[src/rtl/bullet_ram_if.sv]
// Read-port bundle between the line renderer and the bullet RAM arbiter.
interface bullet_ram_if #(
  parameter int unsigned ADDRESS_WIDTH = 8
) ();
  logic                     ram_req;
  logic                     ram_gnt;
  logic [ADDRESS_WIDTH-1:0] ram_addr;
  logic [31:0]              ram_data;

  modport master (
    output ram_req,
    output ram_addr,
    input  ram_gnt,
    input  ram_data
  );

  modport slave (
    input  ram_req,
    input  ram_addr,
    output ram_gnt,
    output ram_data
  );
endinterface

[src/rtl/bullet_line_renderer.sv]
// Scans the bullet RAM once per scanline, builds the list of bullets that cover
// the next line, and flags pixels that fall inside a listed bullet during video.
module bullet_line_renderer #(
  parameter int unsigned DEPTH         = 256,
  parameter int unsigned ADDRESS_WIDTH = 8,
  parameter int unsigned BULLET_SIZE   = 8,
  parameter int unsigned MAX_PER_LINE  = 8,
  parameter int unsigned X_WIDTH       = 10,
  parameter int unsigned Y_WIDTH       = 11
) (
  input  logic               clk,
  input  logic               reset,
  input  logic               line_start,
  input  logic [Y_WIDTH-1:0] next_y,
  input  logic [X_WIDTH-1:0] pix_x,
  bullet_ram_if.master       ram,
  output logic               bullet_hit,
  output logic               list_overflow,
  output logic               scan_overrun
);

  localparam int unsigned CntW = $clog2(MAX_PER_LINE + 1);
  localparam int unsigned IdxW = (MAX_PER_LINE > 1) ? $clog2(MAX_PER_LINE) : 1;
  localparam logic [CntW-1:0]          MaxCnt   = CntW'(MAX_PER_LINE);
  localparam logic [ADDRESS_WIDTH-1:0] LastAddr = ADDRESS_WIDTH'(DEPTH - 1);
  localparam logic [11:0]              SizeY    = 12'(BULLET_SIZE);
  localparam logic [10:0]              SizeX    = 11'(BULLET_SIZE);

  typedef enum logic [1:0] {StIdle, StScan, StDrain} state_e;

  state_e                   state_q;
  logic                     ram_req_q;
  logic [ADDRESS_WIDTH-1:0] addr_q;
  logic                     data_pending_q;
  logic [Y_WIDTH-1:0]       target_y_q;
  logic [CntW-1:0]          count_q;
  logic [X_WIDTH-1:0]       build_x_q [MAX_PER_LINE];
  logic [MAX_PER_LINE-1:0]  build_v_q;
  logic [X_WIDTH-1:0]       disp_x_q [MAX_PER_LINE];
  logic [MAX_PER_LINE-1:0]  disp_v_q;
  logic                     list_overflow_q;
  logic                     scan_overrun_q;
  logic                     bullet_hit_q;

  logic        issue;
  logic        entry_match;
  logic [11:0] entry_y12;
  logic [11:0] target_y12;
  logic        hit_d;
  logic        unused_data;

  // Field bits [9:0] (x low bits excluded) carry ttl/dir/reserved, not needed here.
  assign unused_data = ^ram.ram_data[9:0];

  assign issue         = (state_q == StScan) && ram.ram_gnt;
  assign ram.ram_req   = ram_req_q;
  assign ram.ram_addr  = addr_q;
  assign bullet_hit    = bullet_hit_q;
  assign list_overflow = list_overflow_q;
  assign scan_overrun  = scan_overrun_q;

  // Decide whether the returning entry covers the target line (12-bit, no wrap).
  always_comb begin
    entry_y12   = {1'b0, ram.ram_data[30:20]};
    target_y12  = 12'(target_y_q);
    entry_match = data_pending_q && ram.ram_data[31] &&
                  (target_y12 >= entry_y12) && (target_y12 < entry_y12 + SizeY);
  end

  // Scan FSM, read pipeline, build/display list management and sticky flags.
  always_ff @(posedge clk) begin
    if (reset) begin
      state_q         <= StIdle;
      ram_req_q       <= 1'b0;
      addr_q          <= '0;
      data_pending_q  <= 1'b0;
      target_y_q      <= '0;
      count_q         <= '0;
      build_v_q       <= '0;
      disp_v_q        <= '0;
      list_overflow_q <= 1'b0;
      scan_overrun_q  <= 1'b0;
      for (int i = 0; i < int'(MAX_PER_LINE); i++) begin
        build_x_q[i] <= '0;
        disp_x_q[i]  <= '0;
      end
    end else if (line_start) begin
      // Promote whatever was built (even a partial list) and restart the scan;
      // any data returning this cycle belongs to the aborted scan and is dropped.
      disp_x_q       <= build_x_q;
      disp_v_q       <= build_v_q;
      build_v_q      <= '0;
      count_q        <= '0;
      target_y_q     <= next_y;
      addr_q         <= '0;
      data_pending_q <= 1'b0;
      state_q        <= StScan;
      ram_req_q      <= 1'b1;
      if (state_q != StIdle) begin
        scan_overrun_q <= 1'b1;
      end
    end else begin
      data_pending_q <= issue;

      if (entry_match) begin
        if (count_q < MaxCnt) begin
          build_x_q[count_q[IdxW-1:0]] <= X_WIDTH'(ram.ram_data[19:10]);
          build_v_q[count_q[IdxW-1:0]] <= 1'b1;
          count_q                      <= count_q + CntW'(1);
        end else begin
          list_overflow_q <= 1'b1;
        end
      end

      case (state_q)
        StScan: begin
          if (ram.ram_gnt) begin
            if (addr_q == LastAddr) begin
              addr_q    <= '0;
              state_q   <= StDrain;
              ram_req_q <= 1'b0;
            end else begin
              addr_q <= addr_q + ADDRESS_WIDTH'(1);
            end
          end
        end
        // Last read data is evaluated during this cycle.
        StDrain: state_q <= StIdle;
        default: state_q <= StIdle;
      endcase
    end
  end

  // Compare the pixel X against every listed bullet (11-bit, no wrap to X = 0).
  always_comb begin
    hit_d = 1'b0;
    for (int i = 0; i < int'(MAX_PER_LINE); i++) begin
      if (disp_v_q[i] && ({1'b0, pix_x} >= 11'(disp_x_q[i])) &&
          ({1'b0, pix_x} < 11'(disp_x_q[i]) + SizeX)) begin
        hit_d = 1'b1;
      end
    end
  end

  // Register the hit flag for the colour mux.
  always_ff @(posedge clk) begin
    if (reset) begin
      bullet_hit_q <= 1'b0;
    end else begin
      bullet_hit_q <= hit_d;
    end
  end

endmodule

[src/flat_wrapper.sv]
// flat-port wrapper written by rule: the top's interface ports become plain ports
module bullet_line_renderer_flat 
#(
  parameter int unsigned DEPTH         = 256,
  parameter int unsigned ADDRESS_WIDTH = 8,
  parameter int unsigned BULLET_SIZE   = 8,
  parameter int unsigned MAX_PER_LINE  = 8,
  parameter int unsigned X_WIDTH       = 10,
  parameter int unsigned Y_WIDTH       = 11
)
  (clk, reset, line_start, next_y, pix_x, bullet_hit, list_overflow, scan_overrun, ram_ram_req, ram_ram_addr, ram_ram_gnt, ram_ram_data);
  bullet_ram_if #(.ADDRESS_WIDTH(ADDRESS_WIDTH)) ram_i ();
  input  logic clk;
  input  logic reset;
  input  logic line_start;
  input  logic [Y_WIDTH-1:0] next_y;
  input  logic [X_WIDTH-1:0] pix_x;
  output logic bullet_hit;
  output logic list_overflow;
  output logic scan_overrun;
  output wire logic [$bits(ram_i.ram_req)-1:0] ram_ram_req;
  output wire logic [$bits(ram_i.ram_addr)-1:0] ram_ram_addr;
  input wire logic [$bits(ram_i.ram_gnt)-1:0] ram_ram_gnt;
  input wire logic [$bits(ram_i.ram_data)-1:0] ram_ram_data;
  assign ram_ram_req = ram_i.ram_req;
  assign ram_ram_addr = ram_i.ram_addr;
  assign ram_i.ram_gnt = ram_ram_gnt;
  assign ram_i.ram_data = ram_ram_data;
  bullet_line_renderer #(.DEPTH(DEPTH), .ADDRESS_WIDTH(ADDRESS_WIDTH), .BULLET_SIZE(BULLET_SIZE), .MAX_PER_LINE(MAX_PER_LINE), .X_WIDTH(X_WIDTH), .Y_WIDTH(Y_WIDTH)) u_core (.clk(clk), .reset(reset), .line_start(line_start), .next_y(next_y), .pix_x(pix_x), .ram(ram_i), .bullet_hit(bullet_hit), .list_overflow(list_overflow), .scan_overrun(scan_overrun));
endmodule
[config.mk]
export PLATFORM = sky130hd
export DESIGN_NAME = bullet_line_renderer_flat
export DESIGN_NICKNAME = d
export VERILOG_FILES = /design/src/rtl/bullet_ram_if.sv /design/src/rtl/bullet_line_renderer.sv /design/src/flat_wrapper.sv
export SDC_FILE = /design/constraint.sdc
export NUM_CORES = 1
export LEC_CHECK = 0
export CORE_ASPECT_RATIO = 2
export CORE_MARGIN = 2
export CORE_UTILIZATION = 60
export DETAILED_ROUTE_END_ITERATION = 6
export PLACE_DENSITY = 0.8
export SKIP_LAST_GASP = 1
export SLEW_MARGIN = 40
export SYNTH_ARGS = -nofsm -noshare
export SYNTH_HDL_FRONTEND = slang
export SYNTH_SLANG_ARGS = --single-unit
[constraint.sdc]
create_clock -name clk -period 7.2 [get_ports clk]
set_clock_uncertainty 0.2 [all_clocks]
set_input_delay 1.8 -clock clk [delete_from_list [all_inputs] [get_ports clk]]
set_output_delay 1.8 -clock clk [all_outputs]
set_load 0.02 [all_outputs]
==> impl_metrics.json <==
{
  "comb_power_share_pct": 11.0,
  "grt_overflow": 0,
  "swShare_pct": 24.7,
  "p_seq_share_pct": 49.1,
  "hold_class": "flip-flop to flip-flop",
  "ys.flop_type": "dfxtp_1",
  "diodes": 0,
  "async_flop_share_pct": 0,
  "ys_ff_latch": 206,
  "die-area_um2": 21300,
  "cts.sinks": 206,
  "synth_most_common_cell": "nor2_1",
  "worst_path_max_delay_cell": "or4b_1",
  "drt_wl_total_um": 29100,
  "postCtsSetupBuffers": 0,
  "avgSynthCellArea_um2": 8.96,
  "cts_tree": "built",
  "worstMarginPinSlew_ns": 0.824,
  "cts_inserted_buffers": 19,
  "syn_area_um2": 12000,
  "grt_max_degree": 100,
  "worst_ep_arrival_time_ns": 5.55,
  "drive_gt1_share_pct": 4.24,
  "drv_slew": 0,
  "holdBufCountCts": 0,
  "worst_slack_ns": 1.81,
  "p_leak_nw": 5.36,
  "post-route-period-util_pct": 74.8,
  "synth_common_cells": "216 x nor2_1, 206 x dfxtp_1, 170 x mux2i_1, 166 x ha_1, 105 x inv_1",
  "cts.clk_slew.worst_paths_ns": 0.07,
  "first_global_vias": 10100,
  "viasPerCell": 5.84,
  "dp_slack_ns": 1.38,
  "fin_crit_ns": 5.39,
  "core-area_um2": 19800,
  "clockRootBuffer": "clkbuf_16",
  "drt-initial-drc-count": 327,
  "path_cells": "clkdlybuf4s50_1, nand3_1, nor3_1, nand3_1, xnor2_1, ha_1, a21oi_1, o22ai_1, or4_4, or4b_1, o21ai_0, a21oi_1",
  "power_mw": 2.34,
  "grt_pass1_wl_um": 47200,
  "die_w_um": 104,
  "synthCells": 1344,
  "antenna_found_initial": 0,
  "wire_per_inst_um": 17.6,
  "io_buffers": 58,
  "ys_warn_count": 0,
  "ios": 69,
  "syn_nets": 1567,
  "gp_congestion": 0.935,
  "synth-seq-area-share_pct": 34.2,
  "tns_ns": 0,
  "final-hold-violation-count": 0,
  "worstSetupStartpointType": "input pin",
  "max_stage_delay_ns": 0.70,
  "crit_type": "input pin to flip-flop",
  "synthTopCellsByArea": "dfxtp_1 34%, ha_1 17%, mux2i_1 14%",
  "drc": 0,
  "holdWs_ns": 0.250,
  "dp_hpwl_um": 21000,
  "rsz0062_at_grt": "false",
  "required_ns": 7.36,
  "clockPowerShare_pct": 40.0,
  "final_cell_area_um2": 13400,
  "path_delay_family": "simple AND/OR/NAND/NOR gates",
  "peakVddDrop_mv": 0.195,
  "cts.htree.levels": 1,
  "power_density_nw_per_um2": 175,
  "fmax_mhz": 186,
  "insertion_delay_ns": 0.50,
  "relSlewSlack_pct": 44.9,
  "dr.pass1.iters": 5,
  "crit_fanout": 12,
  "synthToLayoutAreaGrowth_pct": 11.4,
  "status": "finished, final reports clean",
  "yosysTopAreaCell": "dfxtp_1",
  "initial_core_util_pct": 60.8,
  "fp.dieH_um": 204,
  "track_usage_pct": 27.6,
  "final_antenna_net_count": 0,
  "path_buf_inv": 1,
  "clockBufferDepth": 3,
  "internal-power_mw": 1.76,
  "synth_edf_count": 0,
  "end_kind": "flip-flop",
  "fin_nets": 1604,
  "via_count": 9655,
  "placed_area_um2": 12800,
  "num_rows": 73,
  "p_switching_mw": 0.579,
  "max_cap_violations": 0,
  "cts_resized": 0,
  "setup_viol": 0,
  "synth_cell_type_count": 55,
  "synth_top_area_share_pct": 34.2
}
[layout by cell type, fill, tap and decap left out, drive strengths merged, types with 2 or more instances in the layout]
| cell | n |
|---|---|
| o2111ai | 10 |
| clkbuf | 24 |
| clkinv | 3 |
| nor4b | 4 |
| a211oi | 7 |
| nand4 | 4 |
| nor3 | 22 |
| xor2 | 4 |
| xnor2 | 50 |
| o21bai | 2 |
| a31oi | 8 |
| a2111oi | 2 |
| dfxtp | 206 |
| and3 | 7 |
| o22ai | 2 |
| buf | 18 |
| or4 | 7 |
| a21o | 14 |
| a21oi | 55 |
| nor4 | 11 |
| clkdlybuf4s50 | 55 |
| nand3 | 46 |
| nand2 | 44 |
| o32ai | 3 |
| mux2i | 170 |
| nand2b | 12 |
| clkinvlp | 2 |
| inv | 106 |
| ha | 166 |
| o21ai | 51 |
| and2 | 2 |
| nor2 | 216 |
| a211o | 9 |
| o21a | 18 |
| or3 | 2 |
| o211ai | 3 |
| nor2b | 13 |
[routing by layer]
layer / up-vias / global-route usage [%] / share of wire [%]
li1: 4728 / - / -
met1: 4591 / 26.2 / 36
met2: 226 / 53.9 / 54
met3: 110 / 3.06 / 3.2
met4: 0 / 19.3 / 6.8
met5: - / 0 / 0
[stage by stage]
step | std cells | util, %
6_report | 1652 | 67.7
3_5_place_dp | 1622 | 64.8
5_1_grt | 1652 | 67.7
2_1_floorplan | 1344 | -
3_3_place_gp | 1622 | 64.8
4_1_cts | 1652 | 67.6
[layout make-up]
type	count	area (um2)
repair buffers	73	698
well taps	262	328
inverters	105	394
flip-flops and latches	206	4120
multi-input cells	976	7300
clock inverters	6	38.8
clock buffers	24	524
fillers	1596	6410
[worst paths after layout]
check	cells past startpoint	end	from	slack, ns
hold reg to reg	2	u_core.scan_overrun	u_core.scan_overrun	0.25
setup reg to reg	12	u_core.bullet_hit	u_core.disp_x_q[35]	3.89
hold / removal	2	u_core.scan_overrun	u_core.scan_overrun	0.25
setup / recovery	12	u_core.build_x_q[35]	ram_ram_data[25]	1.81
[worst reg2reg max path: stages, from the launching register on]
cell	delay, ns
dfxtp_1	0.43
inv_1	0.11
nor3_1	0.34
nand3_1	0.15
xnor2_1	0.15
ha_1	0.32
and4_1	0.20
o21ai_0	0.08
a21oi_1	0.21
nor3_1	0.08
o211ai_1	0.23
o2111ai_1	0.22
o41a_1	0.47
[state kept, by name, indices dropped and copies added, names as in the netlist]
| register | flops |
|---|---|
| u_core.build_v_q | 8 |
| u_core.build_x_q | 80 |
| u_core.bullet_hit | 1 |
| u_core.count_q | 4 |
| u_core.data_pending_q | 1 |
| u_core.disp_v_q | 8 |
| u_core.disp_x_q | 80 |
| u_core.list_overflow | 1 |
| u_core.ram.ram_addr | 8 |
| u_core.ram.ram_req | 1 |
| u_core.scan_overrun | 1 |
| u_core.state_q | 2 |
| u_core.target_y_q | 11 |
[power by group through the flow]
| stage | sequential [mW] | combinational, mW | clock (mW) |
|---|---|---|---|
| detailed placement | 1.17 | 0.255 | 0 |
| floorplan | 1.17 | 0.153 | 0 |
| global placement | 1.17 | 0.246 | 0 |
| finish | 1.15 | 0.257 | 0.936 |
| global route | 1.15 | 0.285 | 0.992 |
| CTS | 1.15 | 0.256 | 0.953 |
[cell families after synthesis]
logic type | count (synthesis) | share of synthesized area [%]
fa+ha+maj | 166 | 17.2
xor+xnor | 54 | 3.93
compound gates | 193 | 10.1
simple gates | 393 | 14.9
buf+inv | 162 | 5.44
mux | 170 | 14.1
flops | 206 | 34.2
Power figures use the tool's default switching activity.
